File: src/rtl/lcd_pkg.sv
// Shared definitions for the HD44780-style LCD bus (read and write paths).
package lcd_pkg;

  typedef enum logic [2:0] {
    ST_IDLE,
    ST_SETUP,
    ST_E_HIGH,
    ST_HOLD,
    ST_RESP,
    ST_RECOVER
  } lcd_state_e;

  localparam logic LCD_RS_INSTR = 1'b0;
  localparam logic LCD_RS_DATA  = 1'b1;
  localparam int   LCD_BF_BIT   = 7;

  function automatic int lcd_max(input int a, input int b);
    return (a > b) ? a : b;
  endfunction

  // Counter width able to hold 0..n-1, never narrower than one bit.
  function automatic int lcd_cnt_w(input int n);
    return (n > 1) ? $clog2(n) : 1;
  endfunction

endpackage

File: src/rtl/lcd_bus_reader_cycle_timer.sv
// Loadable down-counter; done_o is high on the last cycle of a timed state.
module cycle_timer #(
  parameter int W = 2
) (
  input  logic         clk,
  input  logic         rst,
  input  logic         load_i,
  input  logic [W-1:0] load_val_i,
  output logic         done_o
);

  logic [W-1:0] cnt_q;

  // Load N-1 on state entry, then count down and rest at zero.
  always_ff @(posedge clk) begin
    if (rst) begin
      cnt_q <= '0;
    end else if (load_i) begin
      cnt_q <= load_val_i;
    end else if (cnt_q != '0) begin
      cnt_q <= cnt_q - 1'b1;
    end
  end

  assign done_o = (cnt_q == '0);

endmodule

File: src/rtl/lcd_bus_reader.sv
// Read-side engine for the character LCD bus: single reads and busy-flag polling.
module lcd_bus_reader
  import lcd_pkg::*;
#(
  parameter int SETUP_CYCLES    = 1,
  parameter int E_HIGH_CYCLES   = 2,
  parameter int HOLD_CYCLES     = 1,
  parameter int RECOVERY_CYCLES = 2,
  parameter int MAX_POLLS       = 1024
) (
  input  logic       clk,
  input  logic       rst,
  input  logic       req_valid,
  output logic       req_ready,
  input  logic       req_rs,
  input  logic       req_poll,
  output logic       rsp_valid,
  output logic [7:0] rsp_data,
  output logic       poll_timeout,
  input  logic [7:0] lcd_data_in,
  output logic       lcd_drive_en,
  output logic       lcd_rs,
  output logic       lcd_rw,
  output logic       lcd_enable
);

  localparam int TW = lcd_cnt_w(lcd_max(lcd_max(SETUP_CYCLES, E_HIGH_CYCLES),
                                        lcd_max(HOLD_CYCLES, RECOVERY_CYCLES)));
  localparam int PW = lcd_cnt_w(MAX_POLLS);

  localparam logic [TW-1:0] LD_SETUP = TW'(SETUP_CYCLES - 1);
  localparam logic [TW-1:0] LD_EHIGH = TW'(E_HIGH_CYCLES - 1);
  localparam logic [TW-1:0] LD_HOLD  = TW'(HOLD_CYCLES - 1);
  localparam logic [TW-1:0] LD_REC   = TW'(RECOVERY_CYCLES - 1);
  localparam logic [PW-1:0] POLL_LAST = PW'(MAX_POLLS - 1);

  lcd_state_e    state_q;
  logic          poll_q;
  logic [7:0]    cap_q;
  logic [PW-1:0] poll_cnt_q;
  logic          req_ready_q;
  logic          rsp_valid_q;
  logic [7:0]    rsp_data_q;
  logic          poll_timeout_q;
  logic          lcd_drive_en_q;
  logic          lcd_rs_q;
  logic          lcd_rw_q;
  logic          lcd_enable_q;

  logic          accept;
  logic          bf_busy;
  logic          retry;
  logic          tmr_done;
  logic          tmr_load;
  logic [TW-1:0] tmr_val;

  assign accept  = (state_q == ST_IDLE) && req_valid && req_ready_q;
  // Busy flag only matters for poll reads; retry while polls remain.
  assign bf_busy = poll_q && cap_q[LCD_BF_BIT];
  assign retry   = bf_busy && (poll_cnt_q != POLL_LAST);

  cycle_timer #(.W(TW)) u_timer (
    .clk        (clk),
    .rst        (rst),
    .load_i     (tmr_load),
    .load_val_i (tmr_val),
    .done_o     (tmr_done)
  );

  // Reload the shared timer on every transition into a timed state.
  always_comb begin
    tmr_load = 1'b0;
    tmr_val  = '0;
    unique case (state_q)
      ST_IDLE:    if (accept)   begin tmr_load = 1'b1; tmr_val = LD_SETUP; end
      ST_SETUP:   if (tmr_done) begin tmr_load = 1'b1; tmr_val = LD_EHIGH; end
      ST_E_HIGH:  if (tmr_done) begin tmr_load = 1'b1; tmr_val = LD_HOLD;  end
      ST_HOLD:    if (tmr_done) begin tmr_load = 1'b1; tmr_val = retry ? LD_REC : '0; end
      ST_RESP:    begin tmr_load = 1'b1; tmr_val = LD_REC; end
      ST_RECOVER: if (tmr_done && poll_q) begin tmr_load = 1'b1; tmr_val = LD_SETUP; end
      default:    ;
    endcase
  end

  // Bus FSM with registered outputs; each branch sets the outputs of the state it enters.
  always_ff @(posedge clk) begin
    if (rst) begin
      state_q        <= ST_IDLE;
      poll_q         <= 1'b0;
      cap_q          <= '0;
      poll_cnt_q     <= '0;
      req_ready_q    <= 1'b0;
      rsp_valid_q    <= 1'b0;
      rsp_data_q     <= '0;
      poll_timeout_q <= 1'b0;
      lcd_drive_en_q <= 1'b1;
      lcd_rs_q       <= 1'b0;
      lcd_rw_q       <= 1'b0;
      lcd_enable_q   <= 1'b0;
    end else begin
      rsp_valid_q <= 1'b0;
      unique case (state_q)
        ST_IDLE: begin
          if (accept) begin
            req_ready_q    <= 1'b0;
            poll_q         <= req_poll;
            poll_cnt_q     <= '0;
            lcd_rs_q       <= req_poll ? LCD_RS_INSTR : (req_rs ? LCD_RS_DATA : LCD_RS_INSTR);
            lcd_rw_q       <= 1'b1;
            lcd_drive_en_q <= 1'b0;
            state_q        <= ST_SETUP;
          end else begin
            req_ready_q <= 1'b1;
          end
        end
        ST_SETUP: begin
          if (tmr_done) begin
            lcd_enable_q <= 1'b1;
            state_q      <= ST_E_HIGH;
          end
        end
        ST_E_HIGH: begin
          if (tmr_done) begin
            lcd_enable_q <= 1'b0;
            cap_q        <= lcd_data_in;
            state_q      <= ST_HOLD;
          end
        end
        ST_HOLD: begin
          if (tmr_done) begin
            if (retry) begin
              poll_cnt_q <= poll_cnt_q + 1'b1;
              state_q    <= ST_RECOVER;
            end else begin
              rsp_valid_q    <= 1'b1;
              rsp_data_q     <= cap_q;
              poll_timeout_q <= bf_busy;
              poll_q         <= 1'b0;
              lcd_rs_q       <= LCD_RS_INSTR;
              lcd_rw_q       <= 1'b0;
              lcd_drive_en_q <= 1'b1;
              state_q        <= ST_RESP;
            end
          end
        end
        ST_RESP: begin
          state_q <= ST_RECOVER;
        end
        ST_RECOVER: begin
          if (tmr_done) begin
            if (poll_q) begin
              state_q <= ST_SETUP;
            end else begin
              req_ready_q <= 1'b1;
              state_q     <= ST_IDLE;
            end
          end
        end
        default: begin
          state_q <= ST_IDLE;
        end
      endcase
    end
  end

  assign req_ready    = req_ready_q;
  assign rsp_valid    = rsp_valid_q;
  assign rsp_data     = rsp_data_q;
  assign poll_timeout = poll_timeout_q;
  assign lcd_drive_en = lcd_drive_en_q;
  assign lcd_rs       = lcd_rs_q;
  assign lcd_rw       = lcd_rw_q;
  assign lcd_enable   = lcd_enable_q;

endmodule

File: config.mk
export PLATFORM = sky130hd
export DESIGN_NAME = lcd_bus_reader
export DESIGN_NICKNAME = d
export VERILOG_FILES = /design/src/rtl/lcd_pkg.sv /design/src/rtl/lcd_bus_reader_cycle_timer.sv /design/src/rtl/lcd_bus_reader.sv
export SDC_FILE = /design/constraint.sdc
export NUM_CORES = 1
export LEC_CHECK = 0
export CAP_MARGIN = 40
export CORE_UTILIZATION = 27
export CTS_CLUSTER_DIAMETER = 50
export CTS_CLUSTER_SIZE = 14
export DETAILED_ROUTE_END_ITERATION = 8
export DONT_BUFFER_PORTS = 1
export GPL_ROUTABILITY_DRIVEN = 0
export PLACE_DENSITY = 0.52
export REMOVE_ABC_BUFFERS = 1
export SETUP_SLACK_MARGIN = 0.05
export SYNTH_ARGS = -nofsm -noshare
export SYNTH_HDL_FRONTEND = slang
export SYNTH_SLANG_ARGS = --single-unit
export TNS_END_PERCENT = 10
File: constraint.sdc
create_clock -name clk -period 1.7 [get_ports clk]
set_input_delay 0.425 -clock clk [delete_from_list [all_inputs] [get_ports clk]]
set_output_delay 0.425 -clock clk [all_outputs]
set_load 0.03 [all_outputs]
# == Word-level counts from Yosys, hierarchy flattened ==
# Cells that the tools add are included.
# classes
addsub,2
n_eq_ne,14
n_mux,43
bitwise_logic,3
reduce_logical,18
# ops
op,count
$mux W10,3
$mux W1,25
$pmux W10 S2,1
$pmux W3 S6,1
$ne A2 B2 Y1 const B,8
$mux W3,5
$pmux W1 S2,6
$add A10 B1 Y10 const B,1
$ne A10 B10 Y1 const B,1
$reduce_and A3 Y1,3
$reduce_and A4 Y1,2
$eq A3 B2 Y1 const B,2
$eq A3 B3 Y1 const B,2
$reduce_bool A2 Y1,3
$reduce_or A3 Y1,2
$logic_and A1 B1 Y1,5
$reduce_and A5 Y1,1
$pmux W1 S4,1
$eq A3 B1 Y1 const B,1
$logic_not A3 Y1,1
$not A1 Y1,3
$pmux W1 S3,1
$reduce_and A2 Y1,1
$sub A1 B1 Y1 const B,1
# totals
ff_bits,38
in_bits,13
out_inout_bits,15
word_cells,93

# == Longest topological paths before layout ==
# depth
depth_word,6
ltp_mapped,7
mapped_depth_nobuf,6

# == Modules after synthesis ==
# Synthesis repeated with hierarchy kept, for this count alone.
# hier_totals
hier_cells,190
area_unflattened_um2,1697.9
# by_module_without_submodules
module,n_inst,cells_per_inst,area_each_um2,seq_area_each_um2
lcd_bus_reader,1,187,1665.3,740.7
cycle_timer,1,3,32.5,20.0

# == Worst setup path after synthesis ==
# No wires, ideal clock.
# synth_timing
kind,reg-to-reg
start,reg poll_cnt_q[0]
end,reg poll_cnt_q[6]
setup_time_ps,70
arrival_ps,1657
required_ps,1630
path_slack_ps,-27
path_stages_with_launch,8
path_buffers,1
period_less_slack_ps,1727
path_cell_list,dfxtp_1 -> ha_1 -> and3_1 -> buf_6 -> a41oi_4 -> o21ai_2 -> or3_1 -> a21oi_1
# synth_between
elab_chain_len,4
word_cells_on_any_way,8
classes_between,add/sub: 1; eq/ne: 2; mux: 3; reduce/logical: 2
# synth_rtl
element,line,text
start: declaration,lcd_bus_reader.sv:40,logic [PW-1:0] poll_cnt_q;
start signal: assignment,lcd_bus_reader.sv:132,poll_cnt_q <= poll_cnt_q + 1'b1;
$add A10 B1 Y10 / $ne A10 B10 Y1 (equally long branches),"lcd_bus_reader.sv:132, lcd_bus_reader.sv:60",
$mux W10 / $logic_and A1 B1 Y1 (equally long branches),"lcd_bus_reader.sv:131, lcd_bus_reader.sv:60",
$mux W10 / $ne A2 B2 Y1 (equally long branches),-,
$pmux W10 S2 / $reduce_and A4 Y1 (equally long branches),-,
# Several ways; a longest one is shown, not always the timed one. The select of a mux whose other input is x is not followed.
# A chain may end at the register's enable or synchronous reset.

# == Worst setup path in the final report ==
# layout_timing
start,reg poll_cnt_q[0]
end,reg poll_cnt_q[8]
# Same word-level chain as after synthesis.

==> flow_summary.yaml <==
layout:
  area_growth_syn_to_layout_pct: 24.5
  mostFrequentLayoutCell: "nand2_1"
  final_nets: 226
  fill_cells: 595
  diodes: 0
  drive_gt1_share_pct: 20.7
  final_cell_mix: "nand2_1 (41), dfxtp_1 (35), a21oi_1 (25)"
  fin_area_um2: 2040
synth:
  synth-edff-count: 0
  synth_ff_type: "dfxtp_1"
  ys_ff_latch: 38
  synth_cell_types: 40
  yosysSeqAreaShare_pct: 46.5
  netlist_instances: 194
  syn_avg_cell_area_um2: 8.44
  syn_area_um2: 1640
  synthArstFlopShare_pct: 0
  ys.warnings.count: 0
floorplan:
  coreArea_um2: 5680
  rows: 27
  die_h_um: 79.9
  fp.dieW_um: 79.9
  pin_count: 28
  dieArea_um2: 6380
  start_util_pct: 28.8
clocking:
  cts-root-buf: "clkbuf_8"
  h-tree-depth: 2
  clk_path_buf_depth: 2
  numCtsBuffers: 5
  cts_tree: "built"
  clkSinkCount: 38
  clk_pin_slew_ns: 0.07
  clk_latency_ns: 0.29
worst_setup_path:
  crit_start: "poll_cnt_q[0]"
  required_ns: 1.93
  end_kind: "register"
  critPathKind: "register to register"
  slowest_delay_ns: 0.37
  cp_slowest_cell: "or3_1"
  reg2reg_from: "poll_cnt_q[0]"
  startpoint_type: "register"
  crit_buf_inv: 0
  crit_arrival_ns: 1.84
  timing.reg2reg.setup_slack_ns: 0.09
  cp_top_family: "simple AND/OR/NAND/NOR gates"
  rr_worst_depth: 6
  crit_chain: "ha_1, and3_4, a41oi_4, o21ai_4, or3_1, a21oi_2"
  path_max_fanout: 6
  r2r_end: "poll_cnt_q[8]"
sta:
  max_freq_mhz: 620
  finClkSkew_ns: 0.00229
  post-route-period-util_pct: 94.8
  rsz0062_at_grt: "true"
  relSlewSlack_pct: 76.6
  hold_violations: 0
  hold_slack_ns: 0.189
  worst_pin_slew_ns: 0.351
  setup_viol: 0
  layout_setup_ws_ns: 0.0883
  finalCriticalPeriod_ns: 1.61
  drv_slew: 0
placed_design:
  dpl-instance-area_um2: 1840
  port_buffers: 0
  post-place-ws_ns: -0.0558
  dp_hpwl_um: 2580
min_path:
  min_path_cells: 1
  hp-class: "input port to register"
  min_from: "rst"
  hold_path_end: "state_q[0]"
global_routing:
  grt_use_met2_pct: 19.8
  met3_usage_pct: 4.69
  grt_pass1_wl_um: 6330
  grt_busiest_layer: "met2"
  grt_antenna_before_repair: 0
  grt-ovfl-total: 0
  grt_use_met1_pct: 16.5
  grt_pass1_vias: 1337
  grt_max_degree: 31
  grt_usage_pct: 13.1
routing:
  wl_per_cell_um: 12.8
  routed_wl_um: 3640
  route.vias.total: 1380
  vias_per_cell: 4.84
  ant_nets: 0
  firstDrtPassIters: 4
  drtIter0Drc: 35
  drc: 0
outcome:
  outcome: "complete, no violations"
power:
  power_density_nw_per_um2: 1390
  ir_drop_uv: 499
  p_leak_uw: 0.000708
  power_uw: 2840
run:
  cap_violations: 0
## per-layer routing
metal	share of wire, %	vias up
met5	0	-
met4	2.1	0
met3	4.3	5
met2	45	20
met1	49	646
li1	-	709
## timing repair
action,4_1_cts,5_1_grt
setup buffers,0,0
hold buffers,0,0
pin swaps,0,8
gates cloned,0,0
resized for setup,3,11
setup endpoints to repair,12,14
## synth_stat cells, types with 3 or more instances
library cell / number / share of area, %
o21ai_0: 5 / 1.5
dfxtp_1: 38 / 46
o2111ai_1: 3 / 1.6
and3_1: 3 / 1.1
a21oi_1: 26 / 8.0
inv_1: 4 / 0.92
xor2_1: 6 / 3.2
nor2_1: 15 / 3.4
buf_2: 3 / 0.92
nor3_1: 6 / 1.8
nand2b_1: 4 / 1.5
nand3_1: 4 / 1.2
nand2_1: 41 / 9.4
clkbuf_1: 5 / 1.1
## sequential cells by signal, indices dropped and copies added (netlist names)
register	count
poll_cnt_q	10
poll_timeout	1
cap_q	8
poll_q	1
lcd_rw	1
lcd_enable	1
rsp_data	8
lcd_drive_en	1
rsp_valid	1
u_timer.cnt_q	1
req_ready	1
lcd_rs	1
state_q	3
## cells by family after synthesis
family                     synth area share (%)
buffers and inverters                      3.67
and+or+nand+nor                            24.4
DFF                                        46.5
xor gates and xnor gates                   3.75
adders and majority gates                 0.764
AOI/OAI and AO/OA                          20.9
## how the worst max path moves through the flow
stage | cells past startpoint | endpoint | slack (ns)
2_1_floorplan | 6 | poll_cnt_q[6] | -0.003
3_3_place_gp | 5 | state_q[0] | 0.04
3_5_place_dp | 5 | state_q[0] | -0.06
4_1_cts | 6 | poll_cnt_q[8] | 0.06
5_1_grt | 7 | poll_cnt_q[2] | -0.001
6_report | 6 | poll_cnt_q[8] | 0.09
## stage by stage
stage                     cells    TNS, ns  utilization (%)
after global routing        285  -0.000959             35.9
after CTS                   285          0             35.3
final                       285          0             35.9
after global placement      277          0             32.5
after floorplan             185   -0.00514                -
after detailed placement    277    -0.0558             32.5
## power by group
| group | leakage [µW] | internal [µW] | total, µW | switching, µW |
|---|---|---|---|---|
| sequential | 0.000309 | 1000 | 1170 | 170 |
| combinational | 0.000327 | 320 | 710 | 390 |
| clock | 0.0000714 | 626 | 953 | 327 |
| total | 0.000708 | 1950 | 2840 | 887 |
## layout make-up
cell class                 instances  area (µm²)  share of cell area (%)
multi-input combinational        143         856                    42.0
sequential                        38         764                    37.5
timing repair buffer              20         170                    8.35
tap                               72        90.1                    4.42
clock buffer                       6        82.6                    4.05
clock inverter                     2        60.1                    2.95
inverter                           4        15.0                   0.737
(Power assumes the default switching activity.)
